[src/rtl/parking_pkg.sv]
// Shared types and constants for the parking slot controller: FSM states,
// error codes, field widths and the saturating fee helper.
package parking_pkg;

  localparam int PLACA_W = 24;
  localparam int COBRO_W = 16;
  localparam int MIN_W   = 16;
  localparam int FULL_W  = MIN_W + 32;

  typedef enum logic [2:0] {
    ST_IDLE,
    ST_CAPTURA,
    ST_BUSCA,
    ST_ACTUALIZA,
    ST_ABRE,
    ST_ERROR
  } state_t;

  typedef enum logic [1:0] {
    ERR_NONE    = 2'd0,
    ERR_LLENO   = 2'd1,
    ERR_PLACA   = 2'd2,
    ERR_TIMEOUT = 2'd3
  } err_t;

  // A stay shorter than one minute is billed as one minute.
  function automatic logic [COBRO_W-1:0] sat_fee(input logic [MIN_W-1:0] minutes,
                                                 input logic [31:0] tarifa);
    logic [MIN_W-1:0]  charged;
    logic [FULL_W-1:0] full;
    charged = (minutes == '0) ? MIN_W'(1) : minutes;
    full    = FULL_W'(charged) * FULL_W'(tarifa);
    sat_fee = (full > FULL_W'(16'hFFFF)) ? '1 : full[COBRO_W-1:0];
  endfunction

endpackage

[src/rtl/parking_slot_table.sv]
// Per-slot storage (occupied flag, plate, minutes parked) with one
// combinational read port, one write port and the per-minute ageing.
module parking_slot_table
  import parking_pkg::*;
#(
  parameter int NUM_SLOTS = 8,
  parameter int IDX_W     = 3
) (
  input  logic               clk,
  input  logic               rst_n,
  input  logic               tick_min,
  input  logic [IDX_W-1:0]   rd_idx,
  output logic               rd_occ,
  output logic [PLACA_W-1:0] rd_plate,
  output logic [MIN_W-1:0]   rd_min,
  input  logic               wr_en,
  input  logic               wr_set,
  input  logic [IDX_W-1:0]   wr_idx,
  input  logic [PLACA_W-1:0] wr_plate
);

  logic               occ     [NUM_SLOTS];
  logic [PLACA_W-1:0] plate   [NUM_SLOTS];
  logic [MIN_W-1:0]   minutes [NUM_SLOTS];

  always_ff @(posedge clk) begin
    if (!rst_n) begin
      for (int i = 0; i < NUM_SLOTS; i++) begin
        occ[i]     <= 1'b0;
        plate[i]   <= '0;
        minutes[i] <= '0;
      end
    end else begin
      for (int i = 0; i < NUM_SLOTS; i++) begin
        // A write to a slot takes priority over that slot's minute tick.
        if (wr_en && (wr_idx == IDX_W'(i))) begin
          occ[i]     <= wr_set;
          plate[i]   <= wr_set ? wr_plate : '0;
          minutes[i] <= '0;
        end else if (tick_min && occ[i] && (minutes[i] != '1)) begin
          minutes[i] <= minutes[i] + MIN_W'(1);
        end
      end
    end
  end

  assign rd_occ   = occ[rd_idx];
  assign rd_plate = plate[rd_idx];
  assign rd_min   = minutes[rd_idx];

endmodule

[src/rtl/parking_slot_controller.sv]
// Transaction sequencer for one parking gate: plate capture, linear slot
// scan, table update with fee calculation, and barrier timing.
module parking_slot_controller
  import parking_pkg::*;
#(
  parameter int NUM_SLOTS       = 8,
  parameter int TARIFA          = 50,
  parameter int GATE_CYCLES     = 50_000_000,
  parameter int CAPTURE_TIMEOUT = 500_000_000
) (
  input  logic               clk,
  input  logic               rst_n,
  input  logic               btn_entrada,
  input  logic               btn_salida,
  input  logic [PLACA_W-1:0] placa,
  input  logic               tick_min,
  output logic               ingplaca,
  output logic [3:0]         slot_idx,
  output logic               barrera,
  output logic [COBRO_W-1:0] cobro,
  output logic [4:0]         ocupados,
  output logic               lleno,
  output logic [1:0]         error,
  output logic               busy
);

  localparam int IDX_W = (NUM_SLOTS > 2) ? $clog2(NUM_SLOTS) : 1;

  state_t             state, state_next;
  err_t               err_q, err_code;
  logic               mode_exit;
  logic [PLACA_W-1:0] plate_reg;
  logic [3:0]         scan_idx, free_idx, match_idx, sel_free, sel_match;
  logic               found_free, found_match, any_free, any_match, cur_match;
  logic               scan_last, tmo_done, gate_done;
  logic [31:0]        tmo_cnt, gate_cnt;
  logic               rd_occ;
  logic [PLACA_W-1:0] rd_plate;
  logic [MIN_W-1:0]   rd_min;

  parking_slot_table #(
    .NUM_SLOTS (NUM_SLOTS),
    .IDX_W     (IDX_W)
  ) u_table (
    .clk      (clk),
    .rst_n    (rst_n),
    .tick_min (tick_min),
    .rd_idx   (scan_idx[IDX_W-1:0]),
    .rd_occ   (rd_occ),
    .rd_plate (rd_plate),
    .rd_min   (rd_min),
    .wr_en    (state == ST_ACTUALIZA),
    .wr_set   (!mode_exit),
    .wr_idx   (scan_idx[IDX_W-1:0]),
    .wr_plate (plate_reg)
  );

  // Scan bookkeeping including the slot being read this cycle.
  assign cur_match = rd_occ && (rd_plate == plate_reg);
  assign any_free  = found_free | ~rd_occ;
  assign any_match = found_match | cur_match;
  assign sel_free  = found_free  ? free_idx  : scan_idx;
  assign sel_match = found_match ? match_idx : scan_idx;
  assign scan_last = (scan_idx == 4'(NUM_SLOTS - 1));
  assign tmo_done  = (tmo_cnt == 32'(CAPTURE_TIMEOUT - 1));
  assign gate_done = (gate_cnt == 32'(GATE_CYCLES - 1));
  assign error     = err_q;

  always_ff @(posedge clk) begin
    if (!rst_n) state <= ST_IDLE;
    else        state <= state_next;
  end

  always_comb begin
    state_next = state;
    err_code   = ERR_NONE;
    ingplaca   = 1'b0;
    barrera    = 1'b0;
    busy       = (state != ST_IDLE);
    case (state)
      ST_IDLE: begin
        if (btn_entrada) begin
          if (lleno) begin
            state_next = ST_ERROR;
            err_code   = ERR_LLENO;
          end else begin
            state_next = ST_CAPTURA;
          end
        end else if (btn_salida) begin
          state_next = ST_CAPTURA;
        end
      end
      ST_CAPTURA: begin
        ingplaca = 1'b1;
        if (placa != '0) begin
          state_next = ST_BUSCA;
        end else if (tmo_done) begin
          state_next = ST_ERROR;
          err_code   = ERR_TIMEOUT;
        end
      end
      ST_BUSCA: begin
        if (scan_last) begin
          if (mode_exit ? !any_match : any_match) begin
            state_next = ST_ERROR;
            err_code   = ERR_PLACA;
          end else if (!mode_exit && !any_free) begin
            state_next = ST_ERROR;
            err_code   = ERR_LLENO;
          end else begin
            state_next = ST_ACTUALIZA;
          end
        end
      end
      ST_ACTUALIZA: state_next = ST_ABRE;
      ST_ABRE: begin
        barrera = 1'b1;
        if (gate_done) state_next = ST_IDLE;
      end
      ST_ERROR: state_next = ST_IDLE;
      default:  state_next = ST_IDLE;
    endcase
  end

  always_ff @(posedge clk) begin
    if (!rst_n) begin
      err_q       <= ERR_NONE;
      mode_exit   <= 1'b0;
      plate_reg   <= '0;
      scan_idx    <= '0;
      free_idx    <= '0;
      match_idx   <= '0;
      found_free  <= 1'b0;
      found_match <= 1'b0;
      tmo_cnt     <= '0;
      gate_cnt    <= '0;
      slot_idx    <= '0;
      cobro       <= '0;
      ocupados    <= '0;
      lleno       <= 1'b0;
    end else begin
      if (state_next == ST_ERROR) err_q <= err_code;
      case (state)
        ST_IDLE: begin
          if (state_next == ST_CAPTURA) begin
            mode_exit <= !btn_entrada;
            err_q     <= ERR_NONE;
            tmo_cnt   <= '0;
          end
        end
        ST_CAPTURA: begin
          if (placa != '0) begin
            plate_reg   <= placa;
            scan_idx    <= '0;
            found_free  <= 1'b0;
            found_match <= 1'b0;
          end else begin
            tmo_cnt <= tmo_cnt + 32'd1;
          end
        end
        ST_BUSCA: begin
          found_free  <= any_free;
          free_idx    <= sel_free;
          found_match <= any_match;
          match_idx   <= sel_match;
          // At the end of the scan, park the read/write address on the target slot.
          if (scan_last) scan_idx <= mode_exit ? sel_match : sel_free;
          else           scan_idx <= scan_idx + 4'd1;
        end
        ST_ACTUALIZA: begin
          slot_idx <= scan_idx;
          gate_cnt <= '0;
          if (mode_exit) begin
            cobro    <= sat_fee(rd_min, 32'(TARIFA));
            ocupados <= ocupados - 5'd1;
            lleno    <= 1'b0;
          end else begin
            ocupados <= ocupados + 5'd1;
            lleno    <= ((ocupados + 5'd1) == 5'(NUM_SLOTS));
          end
        end
        ST_ABRE: gate_cnt <= gate_cnt + 32'd1;
        default: ;
      endcase
    end
  end

endmodule

[config.mk]
export PLATFORM = sky130hd
export DESIGN_NAME = parking_slot_controller
export DESIGN_NICKNAME = d
export VERILOG_FILES = /design/src/rtl/parking_pkg.sv /design/src/rtl/parking_slot_table.sv /design/src/rtl/parking_slot_controller.sv
export SDC_FILE = /design/constraint.sdc
export NUM_CORES = 1
export LEC_CHECK = 0
export CAP_MARGIN = 20
export CORE_ASPECT_RATIO = 0.6
export CORE_UTILIZATION = 55
export DETAILED_ROUTE_END_ITERATION = 6
export GPL_ROUTABILITY_DRIVEN = 0
export HOLD_SLACK_MARGIN = 0.06
export MAX_ROUTING_LAYER = met4
export PLACE_DENSITY = 0.78
export SYNTH_ARGS = -nofsm -noshare
export SYNTH_HDL_FRONTEND = slang
export SYNTH_SLANG_ARGS = --single-unit
[constraint.sdc]
create_clock -name clk -period 5.1 [get_ports clk]
set_clock_uncertainty 0.05 [all_clocks]
set_input_delay 1.53 -clock clk [delete_from_list [all_inputs] [get_ports clk]]
set_output_delay 1.53 -clock clk [all_outputs]
set_load 0.02 [all_outputs]
# Word-level counts from Yosys, hierarchy flattened

Memory sizes are Yosys's and may differ from the RTL's. A register that Yosys moved wholly into a read port is not among the register bits.
Index checks and enable logic that the tools add are counted.

Bits in registers: 134
Memory bits (writable): 328
Bits of input ports: 29
Output and inout bits: 31
Logic and storage cells: 277
Memories: 3

Memories:

| memory          | depth | bits a word | read ports | clocked after Yosys merged registers in | wr ports | line                     | source |
|---|---|---|---|---|---|---|---|
| u_table.plate   | 8     | 24          | 1          | 1                                       | 8        | parking_slot_table.sv:23 | `logic [PLACA_W-1:0] plate [NUM_SLOTS];` |
| u_table.minutes | 8     | 16          | 9          | 1                                       | 8        | parking_slot_table.sv:24 | `logic [MIN_W-1:0] minutes [NUM_SLOTS];` |
| u_table.occ     | 8     | 1           | 9          | 1                                       | 8        | parking_slot_table.sv:22 | `logic occ [NUM_SLOTS];` |

Add/subtract/negate cells: 13
$mul: 1
Magnitude comparators: 1
Equal/unequal tests: 29
Mux-type cells: 137
Bitwise operators: 35
Reduce and logical (&&, ||, !) cells: 43

Operator list:

| cell                    | number |
|---|---|
| $mux W16                | 18 |
| $mux W24                | 9 |
| $add A16 B1 Y16 const B | 8 |
| $ne A16 B16 Y1 const B  | 8 |
| $pmux W32 S2            | 2 |
| $mux W1                 | 73 |
| $add A32 B1 Y32 const B | 2 |
| $mux W32                | 2 |
| $mux W3                 | 15 |
| $or A1 B1 Y1            | 34 |
| $eq A32 B26 Y1 const B  | 1 |
| $eq A32 B29 Y1 const B  | 1 |
| $logic_and A1 B1 Y1     | 26 |
| $eq A24 B24 Y1          | 1 |
| $reduce_bool A24 Y1     | 1 |
| $gt A22 B16 Y1 const B  | 1 |
| $mul A16 B5 Y21 const B | 1 |
| $mux W4                 | 5 |
| $eq A3 B3 Y1 const B    | 6 |
| $logic_not A16 Y1       | 1 |
| $pmux W3 S5             | 1 |
| $mux W2                 | 7 |
| $eq A3 B2 Y1 const B    | 4 |
| $eq A3 B1 Y1 const B    | 3 |
| 17 further kinds        | 29 |

# Logic depth before layout (Yosys ltp)

Depth after elaboration: 12
Gate-level depth with buffers: 24
Depth with buffers taken out: 17

# Modules after synthesis

From an unflattened synthesis, not the netlist that was laid out.

Cells, all modules: 2307
Area total of the unflattened synthesis: 24801.3 µm²

Modules (own cells, without submodules):

| module                  | instances | cells each | area each (µm²) | seq. area each (µm²) |
|---|---|---|---|---|
| parking_slot_table      | 1         | 1234       | 16281.9         | 9799.4 |
| parking_slot_controller | 1         | 1073       | 8519.4          | 2682.6 |

# Worst setup path after synthesis

Ideal clock, no wire load.

Kind: register to register
Start point: register with a tool-made name
End point: register cobro[10]
Setup time: 0.136 ns
Data arrival time: 5.425 ns
Data required time: 4.914 ns
Slack: -0.511 ns
Cell stages (with the launch flop): 22
Buffers on the path: 4
Period minus slack after synthesis: 5.611 ns
Cell sequence: dfxtp_1 > buf_2 > buf_2 > buf_1 > mux4_2 > mux2i_1 > inv_1 > ha_1 > ha_1 > inv_1 > fa_1 > inv_1 > ha_1 > a21o_1 > a21o_1 > a21oi_1 > o21ai_0 > a21oi_1 > xnor2_1 > nor3_1 > clkbuf_1 > a31oi_1

RTL lines:

| what                 | line                           | source |
|---|---|---|
| end signal, assigned | parking_slot_controller.sv:174 | `cobro <= sat_fee(rd_min, 32'(TARIFA));` |
| end, declared        | parking_slot_controller.sv:20  | `output logic [COBRO_W-1:0] cobro,` |

==> reports/qor.json <==
{
  "outcome": {"value": "completed"},
  "core-area": {"value": 43400, "unit": "um^2"},
  "syn_to_final_growth": {"value": 11.6, "unit": "%"},
  "post_synth_inst_count": {"value": 2324},
  "syn-cell-area": {"value": 24200, "unit": "um^2"},
  "netlist-cell-type-count": {"value": 69},
  "max-vdd-ir-drop": {"value": 265, "unit": "uV"},
  "antenna_cells": {"value": 0},
  "worst_setup_hold_path_clk_slew": {"value": 60, "unit": "ps"},
  "htreeDepth": {"value": 2},
  "power.static_leakage": {"value": 9.73, "unit": "nW"},
  "most_frequent_standard_cell_in_the_layout_excluding_fill_and_tap_cells": {"value": "sky130_fd_sc_hd__nor2_1"},
  "timing.final.crit_share": {"value": 95.1, "unit": "%"},
  "synth-seq-cells": {"value": 465},
  "critPathArrivalTime": {"value": 5230, "unit": "ps"},
  "ys.warnings.count": {"value": 0},
  "wl_met3": {"value": 8040, "unit": "um"},
  "grt_usage": {"value": 29.3, "unit": "%"},
  "maxCapViolCount": {"value": 0},
  "ioPinCount": {"value": 60},
  "worstHoldStart": {"value": "slot_idx[0]"},
  "tightestPinTransition": {"value": 1000, "unit": "ps"},
  "floorplan.die_area": {"value": 44900, "unit": "um^2"},
  "min-delay-path-class": {"value": "flop to flop"},
  "cellPowerDensity": {"value": 327, "unit": "nW/um^2"},
  "totalNegativeSetupSlack": {"value": 0, "unit": "ps"},
  "reg2regPathDepth": {"value": 18},
  "number_of_flops_mapped_to_enable_cells_by_yosys": {"value": 323},
  "end_kind": {"value": "flop"},
  "route.met2.wl": {"value": 27400, "unit": "um"},
  "yosysSeqAreaShare": {"value": 51.8, "unit": "%"},
  "vias": {"value": 18800},
  "hold_depth": {"value": 2},
  "synthDominantCellAreaShare": {"value": 40.0, "unit": "%"},
  "remaining_drc_errors": {"value": 0},
  "relSlewSlack": {"value": 32.6, "unit": "%"},
  "setup_violations": {"value": 0},
  "clk-insertion-delay-late": {"value": 580, "unit": "ps"},
  "via_count_of_the_first_global_routing_pass": {"value": 17500},
  "number_of_nets_in_the_synthesized_netlist": {"value": 2429},
  "final_cell_mix": {"value": "sky130_fd_sc_hd__nor2_1, sky130_fd_sc_hd__edfxtp_1, sky130_fd_sc_hd__nand2_1"},
  "num_rows": {"value": 59},
  "cts.sinks": {"value": 465},
  "worstPathMaxFanout": {"value": 16},
  "max_clock_freq": {"value": 0.206, "unit": "GHz"},
  "dr.pass1.iters": {"value": 6},
  "critical_path.cell_chain": {"value": "buf_4 -> mux4_2 -> mux2i_2 -> nand2_1 -> or3_1 -> nor4_1 -> nand2b_1 -> ha_1 -> ha_1 -> fa_1 -> a21oi_1 -> o21bai_2 -> a21oi_1 -> o21ai_0 -> nand2_1 -> a31oi_2 -> xnor2_4 -> a31oi_1"},
  "timing.setup.critical_path_class": {"value": "flop to flop"},
  "layout.cell_area.non_filler": {"value": 27000, "unit": "um^2"},
  "post_synth_main_area_contributors": {"value": "sky130_fd_sc_hd__edfxtp_1, sky130_fd_sc_hd__dfxtp_1, sky130_fd_sc_hd__nor2_1"},
  "timing.critical_path.from_type": {"value": "flop"},
  "master_cell_of_the_clock_root_buffer": {"value": "sky130_fd_sc_hd__clkbuf_16"},
  "post_drt_via_cell_ratio": {"value": 6.28},
  "detail_route.wirelength": {"value": 64000, "unit": "um"},
  "global_route_wire_length_before_repair": {"value": 98900, "unit": "um"},
  "final_count_of_hold_timing_violations": {"value": 0},
  "floorplan.die.width": {"value": 273, "unit": "um"},
  "grt_overflow_total": {"value": 0},
  "cts_buffer_depth": {"value": 3},
  "nets": {"value": 2478},
  "die_height": {"value": 165, "unit": "um"},
  "ys_async_sr_fraction": {"value": 0, "unit": "%"},
  "whs": {"value": 407, "unit": "ps"},
  "syn_avg_cell_area": {"value": 10.4, "unit": "um^2"},
  "post_drt_wl_per_cell": {"value": 21.4, "unit": "um"},
  "top_signal_layer_used": {"value": "met4"},
  "largest_reg_flops": {"value": 192},
  "grt_setup_unrepaired": {"value": "false"},
  "detailed_place_hpwl": {"value": 43600, "unit": "um"},
  "grt_max_degree": {"value": 109},
  "number_of_buffers_created_by_cts": {"value": 44},
  "drive_above_1_share": {"value": 8.59, "unit": "%"},
  "drt-met1-wl": {"value": 27500, "unit": "um"},
  "post-route-min-period": {"value": 4850, "unit": "ps"},
  "cts_tree": {"value": "yes"},
  "cp_data_required_time": {"value": 5490, "unit": "ps"},
  "ys_dominant_reg_cell": {"value": "sky130_fd_sc_hd__edfxtp_1"},
  "preCtsSetupSlack": {"value": -56.6, "unit": "ps"},
  "final.setup.worst_slack": {"value": 252, "unit": "ps"},
  "design_power_total": {"value": 0.00884, "unit": "W"},
  "crit-reg2reg-capture": {"value": "cobro[11]"},
  "critical-path-slowest-cell": {"value": "sky130_fd_sc_hd__mux4_2"},
  "initial_core_util": {"value": 55.8, "unit": "%"},
  "antenna_violations_before_repair": {"value": 0},
  "route.antenna.remaining_nets": {"value": 0},
  "detailed_place.area": {"value": 25500, "unit": "um^2"},
  "report.final.slew_viol_count": {"value": 0},
  "reg2reg_slack": {"value": 250, "unit": "ps"},
  "initialDrtViolationCount": {"value": 2502},
  "port-buffer-count": {"value": 59},
  "critical-path-max-stage-delay": {"value": 540, "unit": "ps"},
  "min_delay_worst_endpoint": {"value": "slot_idx[0]"},
  "post-synth-top-area-cell": {"value": "sky130_fd_sc_hd__edfxtp_1"}
}
[layer usage]
metal  global-route usage (%)  vias up
met4                     5.94        0
met3                     6.78       90
li1                         -     8473
met1                     42.6     9142
met5                        -        -
met2                     41.8     1073
[synthesized netlist by cell type (31+ instances only)]
library cell,n
sky130_fd_sc_hd__o21ai_0,88
sky130_fd_sc_hd__xor2_1,86
sky130_fd_sc_hd__a31oi_1,32
sky130_fd_sc_hd__inv_1,105
sky130_fd_sc_hd__and3_1,45
sky130_fd_sc_hd__dfxtp_1,142
sky130_fd_sc_hd__edfxtp_1,323
sky130_fd_sc_hd__nand3_1,104
sky130_fd_sc_hd__nand2_1,171
sky130_fd_sc_hd__xnor2_1,56
sky130_fd_sc_hd__nand4_1,36
sky130_fd_sc_hd__mux2i_1,114
sky130_fd_sc_hd__a21oi_1,107
sky130_fd_sc_hd__ha_1,65
sky130_fd_sc_hd__clkbuf_1,73
sky130_fd_sc_hd__nor3_1,34
sky130_fd_sc_hd__a22oi_1,31
sky130_fd_sc_hd__mux4_2,40
sky130_fd_sc_hd__nor2_1,418
[per-stage QoR]
| stage | instances | utilization, % |
|---|---|---|
| finish | 2988 | 62.3 |
| global route | 2988 | 62.3 |
| CTS | 2987 | 62.2 |
| detailed placement | 2905 | 58.8 |
| global placement | 2905 | 58.8 |
| floorplan | 2324 | - |
[logic make-up (layout without fill, tap and decap cells)]
group / Yosys count / count (layout) / share of synthesized area [%]
fa+ha+maj: 76 / 76 / 4.27
xor+xnor: 142 / 142 / 5.13
flops: 465 / 465 / 51.8
mux: 168 / 168 / 9.39
buf+inv: 217 / 302 / 3.65
simple gates: 916 / 916 / 17.2
compound gates: 340 / 340 / 8.60
[final cells by class]
cell class	instances	area [um^2]
timing repair buffer	113	1040
clock buffer	59	1230
sequential	465	12600
clock inverter	23	223
multi-input combinational	1642	10900
fill	3397	16400
inverter	107	403
tap	579	724
[where the power goes]
part | internal (W) | switching [W] | total (W)
registers | 0.00418 | 0.000148 | 0.00432
logic | 0.000461 | 0.000715 | 0.00118
clock network | 0.00186 | 0.00149 | 0.00335
[worst max-delay path, delay by kind of cell, from the launching register on]
kind	cells	cell delay, ps
mux	2	810
fa+ha+maj	3	590
simple gates	5	1130
compound gates	6	1110
flops	1	480
xor+xnor	1	260
buf+inv	1	270
[how the worst max path moves through the flow]
stage	from	endpoint	slack, ps
5_1_grt	flop	cobro[3]	2
3_3_place_gp	placa[14]	tmo_cnt[19]	200
2_1_floorplan	flop	cobro[14]	7
4_1_cts	flop	cobro[11]	20
6_report	flop	cobro[11]	250
3_5_place_dp	flop	cobro[11]	-60
[what timing repair did]
action	in CTS	in global routing
setup buffers	0	0
endpoints found under the setup margin	16	16
hold buffers	0	0
gates resized for setup	1	8
pin swaps	0	0
No activity file was read; power rests on OpenSTA's default activity.
